<file path="config.mk">
export PLATFORM = sky130hd
export DESIGN_NAME = alu_flag_unit
export DESIGN_NICKNAME = d
export VERILOG_FILES = /design/src/rtl/alu_flag_unit.sv
export SDC_FILE = /design/constraint.sdc
export NUM_CORES = 1
export LEC_CHECK = 0
export ABC_AREA = 1
export CAP_MARGIN = 10
export CORE_AREA = 10 10 94 96
export DETAILED_ROUTE_END_ITERATION = 12
export DIE_AREA = 0 0 104 106
export GPL_TIMING_DRIVEN = 0
export HOLD_SLACK_MARGIN = 0.05
export PLACE_DENSITY = 0.75
export REMOVE_ABC_BUFFERS = 1
export SETUP_SLACK_MARGIN = 0.15
export SYNTH_ARGS = -nofsm -noshare
export SYNTH_HDL_FRONTEND = slang
export SYNTH_SLANG_ARGS = --single-unit
</file>
<file path="constraint.sdc">
create_clock -name clk -period 3.1 [get_ports clk]
set_input_delay 0.62 -clock clk [delete_from_list [all_inputs] [get_ports clk]]
set_output_delay 0.62 -clock clk [all_outputs]
set_load 0.005 [all_outputs]
</file>
<file path="src/rtl/alu_flag_unit.sv">
// Multi-cycle ALU with a persistent {N,Z,C,V} flag register, binary and
// nibble-serial BCD add/subtract, compare and pass, behind valid/ready handshakes.
module alu_flag_unit #(
  parameter int WIDTH = 8
) (
  input  logic             clk,
  input  logic             rst_n,
  input  logic             in_valid,
  output logic             in_ready,
  input  logic [1:0]       op,
  input  logic             decimal,
  input  logic [WIDTH-1:0] operand_a,
  input  logic [WIDTH-1:0] operand_b,
  input  logic             flag_load,
  input  logic [3:0]       flag_in,
  output logic             out_valid,
  input  logic             out_ready,
  output logic [WIDTH-1:0] result,
  output logic [3:0]       flags
);

  localparam int NIB = WIDTH / 4;
  localparam int SW  = $clog2(NIB);

  localparam logic [1:0] OP_ADC  = 2'd0;
  localparam logic [1:0] OP_CMP  = 2'd2;
  localparam logic [1:0] OP_PASS = 2'd3;

  typedef enum logic [1:0] {IDLE = 2'd0, CALC = 2'd1, DONE = 2'd2} state_t;

  state_t           state_r, state_nxt_s;
  logic [1:0]       op_r;
  logic             dec_r, cin_r, dc_r;
  logic [WIDTH-1:0] a_r, b_r, sh_a_r, sh_b_r, result_r;
  logic [WIDTH-5:0] acc_r;
  logic [SW-1:0]    step_r;
  logic [3:0]       flags_r;

  logic             accept_s, last_s, cin_sel_s;
  logic [WIDTH-1:0] bin_b_s, dec_res_s, fin_res_s;
  logic [WIDTH:0]   bin_sum_s;
  logic             bin_ci_s, bin_v_s, fin_c_s, dcar_s;
  logic [4:0]       s5_s;
  logic [5:0]       d6_s;
  logic [3:0]       nib_s, fin_flags_s;

  assign in_ready  = (state_r == IDLE);
  assign out_valid = (state_r == DONE);
  assign result    = result_r;
  assign flags     = flags_r;

  assign accept_s  = in_valid && (state_r == IDLE);
  // A flag load on the accept edge supplies the carry-in for that same op.
  assign cin_sel_s = flag_load ? flag_in[1] : flags_r[1];
  assign last_s    = !dec_r || (step_r == SW'(NIB - 1));

  // Binary datapath; SBC/CMP add the inverted subtrahend, so V is the add rule on bin_b_s.
  always_comb begin
    bin_b_s   = (op_r == OP_ADC) ? b_r : ~b_r;
    bin_ci_s  = (op_r == OP_CMP) ? 1'b1 : cin_r;
    bin_sum_s = {1'b0, a_r} + {1'b0, bin_b_s} + {{WIDTH{1'b0}}, bin_ci_s};
    bin_v_s   = (a_r[WIDTH-1] == bin_b_s[WIDTH-1]) && (bin_sum_s[WIDTH-1] != a_r[WIDTH-1]);
  end

  // One BCD nibble step; dc_r is carry for ADC and not-borrow for SBC.
  always_comb begin
    s5_s = {1'b0, sh_a_r[3:0]} + {1'b0, sh_b_r[3:0]} + {4'd0, dc_r};
    d6_s = {2'd0, sh_a_r[3:0]} - {2'd0, sh_b_r[3:0]} - {5'd0, ~dc_r};
    if (op_r == OP_ADC) begin
      if (s5_s > 5'd9) begin
        nib_s  = s5_s[3:0] + 4'd6;
        dcar_s = 1'b1;
      end else begin
        nib_s  = s5_s[3:0];
        dcar_s = 1'b0;
      end
    end else begin
      if (d6_s[5]) begin
        nib_s  = d6_s[3:0] - 4'd6;
        dcar_s = 1'b0;
      end else begin
        nib_s  = d6_s[3:0];
        dcar_s = 1'b1;
      end
    end
    dec_res_s = {nib_s, acc_r};
  end

  // Final result and flag update selection.
  always_comb begin
    fin_c_s = dec_r ? dcar_s : bin_sum_s[WIDTH];
    if (op_r == OP_PASS) begin
      fin_res_s = b_r;
    end else if (dec_r) begin
      fin_res_s = dec_res_s;
    end else begin
      fin_res_s = bin_sum_s[WIDTH-1:0];
    end
    fin_flags_s[3] = fin_res_s[WIDTH-1];
    fin_flags_s[2] = (fin_res_s == {WIDTH{1'b0}});
    fin_flags_s[1] = (op_r == OP_PASS) ? flags_r[1] : fin_c_s;
    fin_flags_s[0] = op_r[1] ? flags_r[0] : bin_v_s;
  end

  // Next-state logic.
  always_comb begin
    state_nxt_s = state_r;
    case (state_r)
      IDLE:    if (in_valid) state_nxt_s = CALC; else state_nxt_s = IDLE;
      CALC:    if (last_s) state_nxt_s = DONE; else state_nxt_s = CALC;
      DONE:    if (out_ready) state_nxt_s = IDLE; else state_nxt_s = DONE;
      default: state_nxt_s = IDLE;
    endcase
  end

  // State register.
  always_ff @(posedge clk or negedge rst_n) begin
    if (!rst_n) state_r <= IDLE;
    else        state_r <= state_nxt_s;
  end

  // Operand latch, nibble sequencing, result and flag register.
  always_ff @(posedge clk or negedge rst_n) begin
    if (!rst_n) begin
      op_r     <= 2'd0;
      dec_r    <= 1'b0;
      cin_r    <= 1'b0;
      dc_r     <= 1'b0;
      a_r      <= {WIDTH{1'b0}};
      b_r      <= {WIDTH{1'b0}};
      sh_a_r   <= {WIDTH{1'b0}};
      sh_b_r   <= {WIDTH{1'b0}};
      acc_r    <= {(WIDTH-4){1'b0}};
      step_r   <= {SW{1'b0}};
      result_r <= {WIDTH{1'b0}};
      flags_r  <= 4'd0;
    end else if (state_r == IDLE) begin
      if (flag_load) flags_r <= flag_in;
      if (accept_s) begin
        op_r   <= op;
        dec_r  <= decimal && !op[1];
        cin_r  <= cin_sel_s;
        dc_r   <= cin_sel_s;
        a_r    <= operand_a;
        b_r    <= operand_b;
        sh_a_r <= operand_a;
        sh_b_r <= operand_b;
        acc_r  <= {(WIDTH-4){1'b0}};
        step_r <= {SW{1'b0}};
      end
    end else if (state_r == CALC) begin
      if (last_s) begin
        result_r <= fin_res_s;
        flags_r  <= fin_flags_s;
      end else begin
        step_r <= step_r + SW'(1);
        sh_a_r <= {4'd0, sh_a_r[WIDTH-1:4]};
        sh_b_r <= {4'd0, sh_b_r[WIDTH-1:4]};
        acc_r  <= dec_res_s[WIDTH-1:4];
        dc_r   <= dcar_s;
      end
    end
  end

endmodule
</file>
# Word-level counts from Yosys, hierarchy flattened
# Cells that the tools add are included.
word_totals:
  inputBits: 28
  register_bits: 56
op_classes:
  reduce_logical: 17
  bitwise_logic: 3
  n_eq_ne: 11
  muxes: 42
  addsub: 9
  order_cmp: 1
op_table:
  columns: ["cell", "n"]
  rows:
  - ["two-way mux 8 bit", 11]
  - ["two-way mux 4 bit", 11]
  - ["two-way mux 1 bit", 17]
  - ["adder 8 x 8 -> 9 bit", 1]
  - ["adder 9 x 1 -> 9 bit", 1]
  - ["AND reduction 3 bit", 3]
  - ["logical NOT 8 bit", 1]
  - ["NOT 8 bit", 1]
  - ["AND reduction 4 bit", 2]
  - ["== test 2 bit (second input constant)", 3]
  - ["!= test 2 bit (second input constant)", 3]
  - ["case mux 2 bit (3 select lines)", 1]
  - ["subtractor 5 x 2 -> 6 bit", 1]
  - ["adder 4 x 4 -> 5 bit", 1]
  - ["adder 5 x 1 -> 5 bit", 1]
  - ["> comparator 5 x 4 -> 1 bit (second input constant)", 1]
  - ["subtractor 4 x 4 -> 5 bit", 1]
  - ["adder 4 x 3 -> 4 bit (second input constant)", 1]
  - ["logical NOT 2 bit", 2]
  - ["two-way mux 2 bit", 2]
  - ["!= test 2 x 1 -> 1 bit (second input constant)", 2]
  - ["nonzero test 2 bit", 2]
  - ["subtractor 4 x 3 -> 4 bit (second input constant)", 1]
  - ["logical AND 1 bit", 3]
  - ["other kinds (8)", 10]

# Logic depth before layout (Yosys ltp)
depth:
  depth_word: 11
  mapped_depth: 19
  ltp_nobuf: 19

# Least setup slack after synthesis
# OpenSTA, ideal clock, no wires.
synth_path:
  path_kind: "register to register"
  from: "reg op_r[1]"
  to: "reg flags_r[2] (netlist: flags[2])"
  required_ns: 3.027
  setup_ns: 0.073
  period_less_slack_ns: 2.869
  slack_ns: 0.231
  n_path_buf: 1
  path_stages_with_launch: 16
  t_arrival_ns: 2.796
  path_cell_list: "dfrtp_1 > nor2_2 > buf_2 > xnor2_1 > fa_1 > fa_1 > or2_2 > a21oi_1 > a21oi_1 > nor2_1 > nand2_1 > nor2_1 > nand3_1 > nor2_1 > nand2_1 > a21oi_2"
synth_via:
  elab_chain_cells: 10
  word_cells_on_any_way: 14
synth_lines:
  columns: ["item", "line_no", "rtl"]
  rows:
  - ["start, declared", "32", "logic [1:0] op_r;"]
  - ["start signal, assigned", "140", "op_r <= op;"]
  - ["logical NOT 2 bit", "59, 69", null]
  - ["two-way mux 8 bit", "59", "bin_b_s = (op_r == OP_ADC) ? b_r : ~b_r;"]
  - ["adder 8 x 8 -> 9 bit", "61", "bin_sum_s = {1'b0, a_r} + {1'b0, bin_b_s} + {{WIDTH{1'b0}}, bin_ci_s};"]
  - ["adder 9 x 1 -> 9 bit", "61", null]
  - ["two-way mux 8 bit", "94", "end else if (dec_r) begin"]
  - ["two-way mux 8 bit (*)", "92", "if (op_r == OP_PASS) begin"]
  - ["logical NOT 8 bit (*)", "100", "fin_flags_s[2] = (fin_res_s == {WIDTH{1'b0}});"]
  - ["two-way mux 4 bit (*)", "152", "if (last_s) begin"]
  - ["two-way mux 4 bit (*)", "151", "end else if (state_r == CALC) begin"]
  - ["two-way mux 4 bit (*)", "137", "end else if (state_r == IDLE) begin"]
  - ["end signal, assigned", "138", "if (flag_load) flags_r <= flag_in;"]
  - ["end signal, assigned", "154", "flags_r <= fin_flags_s;"]
  - ["end, declared", "37", "logic [3:0] flags_r;"]
# Mark *: on every way between the ends. The rest lies on a longest branch, timed or not. The select of a mux whose other input is x is not followed.
# A chain may end at the register's enable or synchronous reset.

# Worst setup path in the final report
layout_path:
  from: "reg sh_a_r[0]"
  to: "reg flags_r[2] (netlist: flags[2])"
layout_via:
  elab_chain_cells: 11
  word_cells_on_any_way: 16
layout_lines:
  columns: ["item", "line_no", "rtl"]
  rows:
  - ["start, declared", "34", "logic [WIDTH-1:0] a_r, b_r, sh_a_r, sh_b_r, result_r;"]
  - ["start signal, assigned", "131", "sh_a_r <= {WIDTH{1'b0}};"]
  - ["start signal, assigned", "146", "sh_a_r <= operand_a;"]
  - ["start signal, assigned", "157", "sh_a_r <= {4'd0, sh_a_r[WIDTH-1:4]};"]
  - ["subtractor 4 x 4 -> 5 bit / adder 4 x 4 -> 5 bit (equally long branches)", "68, 67", null]
  - ["subtractor 5 x 2 -> 6 bit / adder 5 x 1 -> 5 bit (equally long branches)", "68, 67", null]
  - ["subtractor 4 x 3 -> 4 bit, or another cell as far along", "79", "nib_s = d6_s[3:0] - 4'd6;"]
  - ["two-way mux 4 bit, on equally long branches", "78, 70", null]
  - ["two-way mux 4 bit (*)", "69", "if (op_r == OP_ADC) begin"]
  - ["two-way mux 8 bit (*)", "94", null]
  - ["two-way mux 8 bit (*)", "92", null]
  - ["logical NOT 8 bit (*)", "100", null]
  - ["two-way mux 4 bit (*)", "152", null]
  - ["two-way mux 4 bit (*)", "151", null]
  - ["two-way mux 4 bit (*)", "137", null]
# Marks and branches as above.

==> impl_summary.txt <==
----------------------------------------------------
[Drt]
  Routed Antenna Nets ... 0
  Via count normalized by instance count ... 5.16
  Total DRC errors in the routed layout ... 0
  Initial DRT Pass Iterations ... 5
  Average wire length per cell after detail routing ... ~14 um
  Total via count in the routed design ... approximately 3000
  Routed wire length ... 8.27 mm
  Initial DRC Count ... 163

[Timing]
  Worst-Margin Slew ... between 0.7 and 0.8 ns
  Clk_skew ... 0.00938 ns
  Highest achievable clock rate ... 0.355 GHz
  Final critical-path required period ... 2.82 ns
  Max-slew violations ... 0
  Worst Hold Slack ... 0.276 ns
  Final setup TNS ... 0 ns
  Final setup violation count ... 0
  Setup repair after global routing missed its margin ... yes
  Final number of hold-violating endpoints ... 0
  Remaining max-slew budget at the tightest pin ... 0.492
  Crit share post-route ... 0.908

[Setup path]
  Crit path DAT ... 3.05 ns
  Kind of start point of the critical path ... flip-flop
  Cell with the largest stage delay on the worst path ... fa_2
  Crit path capture ... flags[2]$_DFFE_PN0P_
  Most prevalent standard cell on the critical path ... nand2_2
  Cell class contributing the biggest share of worst-path delay ... adder cells
  Required time worst endpoint ... around 3.3 ns
  Critical path start-end classification ... reg -> reg
  Worst reg2reg path depth ... 17
  Endpoint class of the critical path ... flip-flop
  Setup slack of the worst register-to-register path ... 0.28 ns
  Reg2reg start ... sh_a_r[0]$_DFFE_PN0P_
  Largest stage delay, worst path ... 0.57 ns
  Crit. path cell count ... 17
  Largest fanout on the critical path ... 4
  Reg2Reg Capture Point ... flags[2]$_DFFE_PN0P_
  Crit-path cells ... fa_2, fa_2, inv_1, ha_2, inv_2, nor2_1, a21oi_2, nand2_2, nand2_2, nand2_1, nand3_2, nand3_2, nand2_2, nand3_1, nor2_1, nand2_1, a21oi_2
  Launch point of the critical path ... sh_a_r[0]$_DFFE_PN0P_
  CP bufs+invs ... 2

[Logic synthesis]
  Area share of the leading cell type in the synthesized netlist ... 0.404
  Synthesized instance count ... 444
  Cell type contributing the most total cell area after synthesis ... dfrtp_1
  Cells taking the most area after synthesis ... dfrtp_1, nand2_1, ha_1, inv_1, o21ai_0
  Synth Area per Inst ... 7.80 sq um
  Number of distinct library cell variants in the gate-level netlist after synthesis ... 37
  Sequential share of the synthesized area ... 0.404
  Warnings, synthesis ... 0
  Post-synthesis sequential element count ... 56
  Post-synthesis instance area ... 3460 sq um

[Final layout]
  Layout cell share with drive strength beyond 1 ... 0.0932
  Synthesis-to-finish area growth ... 20.0%
  Most frequent standard cell in the layout excluding fill and tap cells ... nand2_1
  Count of placed standard cells in the final layout, fillers left out ... 582
  Net count reported at finish ... 534
  Antenna cell count ... 0
  Leading cell types in the layout, fill and taps excluded ... nand2_1, dfrtp_1, inv_1

[Global route]
  Leftover overflow at the end of global routing ... 0
  All-layer global routing usage ... 0.147
  Maximum number of pins on one net before global-route repair ... 44
  Antenna violations before repair ... 0
  First-pass GRT wire length ... 13.8 mm
  Via count of the first global-routing pass ... about 3000

[Clock network]
  Insertion delay of the later-clocked pin in the worst-skew pair ... 0.31 ns
  CTS tree ... yes
  Hold-fix buffer count after cts ... 0
  H-tree lvl count ... 2
  CTS Root Buffer Type ... clkbuf_8
  Clk sinks ... 56
  Number of buffers between clock root and the deepest sink ... 2
  Number of clock buffers inserted by TritonCTS ... 5
  Clock transition at the registers of the reported paths ... 0.10 ns

[Placed design]
  Total of buffers placed on input and output ports ... 41
  # placed instances ... 570
  Post-detail-place hpwl ... 6.31 mm
  Gpl congestion ... around 0.9

[Floorplan]
  Cell Rows ... 31
  Number of top-level pins ... between 40 and 50
  Initial standard-cell utilization of the core ... 0.491
  Core area ... 7060 sq um
  Height of the chip ... 106 um
  Die extent in x ... 104 um
  Total Die Area ... approximately 11000 sq um

[Status]
  Outcome ... finished, final reports clean

[Min path]
  Worst hold-check path type ... in -> async

[Run]
  Max cap viols ... 0

----------------------------------------------------
per-stage QoR:
stage / worst slack [ns] / util / cell area (sq um)
after floorplan: 0.138 / - / 3390
after global placement: -0.755 / 0.556 / 3930
after detailed placement: -0.796 / 0.558 / 3940
after CTS: 0.115 / 0.579 / 4090
after global routing: 0.125 / 0.589 / 4160
final: 0.284 / 0.589 / 4160
synth_stat cells:
cell type and number:
a21o_1 2, a21oi_1 15, a21oi_2 4, a21oi_4 1, a31o_2 1, a31oi_1 8
and2_1 1, and2_2 1, buf_2 4, buf_4 1, buf_6 1, clkbuf_1 9
clkinv_1 1, dfrtp_1 56, fa_1 5, ha_1 18, inv_1 53, mux2_2 1
nand2_1 120, nand2_2 5, nand3_1 33, nand3_2 1, nand3b_1 3, nand4_1 2
nor2_1 25, nor2_2 1, nor3_1 1, o211ai_1 9, o21a_1 1, o21ai_0 39
o21ai_1 1, o21bai_1 2, o22ai_1 5, o31ai_1 1, or2_2 1, xnor2_1 5
xor2_1 7
state kept, by name, indices dropped and copies added (netlist names):
| signal | flops |
|---|---|
| state_r | 2 |
| sh_a_r | 8 |
| dec_r | 1 |
| acc_r | 4 |
| flags | 4 |
| dc_r | 1 |
| cin_r | 1 |
| a_r | 8 |
| op_r | 2 |
| step_r | 1 |
| b_r | 8 |
| sh_b_r | 8 |
| result | 8 |
kinds of logic after synthesis:
group | synth area share
AND/OR/NAND/NOR | 0.236
AO/OA/AOI/OAI | 0.153
buffers and inverters | 0.0794
flip-flops | 0.404
adder cells (fa/ha/maj) | 0.0939
XOR/XNOR | 0.0303
multiplexers | 0.00325
worst min-delay path by stage:
stage          slack (ns)             startpoint  cells after the start                     to
2_1_floorplan        0.32                  rst_n                      0     a_r[0]$_DFFE_PN0P_
3_3_place_gp         0.46  result[2]$_DFFE_PN0P_                      2  result[2]$_DFFE_PN0P_
3_5_place_dp         0.46  result[3]$_DFFE_PN0P_                      2  result[3]$_DFFE_PN0P_
4_1_cts              0.30                  rst_n                      1   acc_r[2]$_DFFE_PN0P_
5_1_grt              0.31                  rst_n                      1   acc_r[2]$_DFFE_PN0P_
6_report             0.28                  rst_n                      1  result[1]$_DFFE_PN0P_
layout make-up:
cell class              instances  area [sq um]
clock buffers                   5          68.8
clock inverters                 2          60.1
fillers                       660          2900
inverters                      54           203
multi-input cells             319          1840
flip-flops and latches         56          1400
well taps                      99           124
repair buffers                 47           463
metal layers:
layer | vias to the layer above | global-route usage | routed length, um
met4 | 0 | 0.0308 | 87
met5 | - | 0 | 0
li1 | 1528 | - | -
met1 | 1390 | 0.189 | 3830
met3 | 6 | 0.0332 | 495
met2 | 80 | 0.250 | 3860
worst reg2reg max path, stage by stage, from the launching register on:
cell     delay, ns
dfrtp_1       0.42
fa_2          0.43
fa_2          0.57
inv_1         0.06
ha_2          0.18
inv_2         0.05
nor2_1        0.04
a21oi_2       0.12
nand2_2       0.09
nand2_2       0.09
nand2_1       0.06
nand3_2       0.07
nand3_2       0.10
nand2_2       0.11
nand3_1       0.06
nor2_1        0.11
nand2_1       0.08
a21oi_2       0.12
timing repair:
action | 4_1_cts | 5_1_grt
setup endpoints to repair | 33 | 17
pin swaps | 1 | 11
setup buffers | 1 | 4
endpoints found under the hold margin | 0 | 0
gates resized for setup | 3 | 15
Power is not shown: default switching activity piles up to over one toggle a cycle in this logic, so the estimate is an artifact.
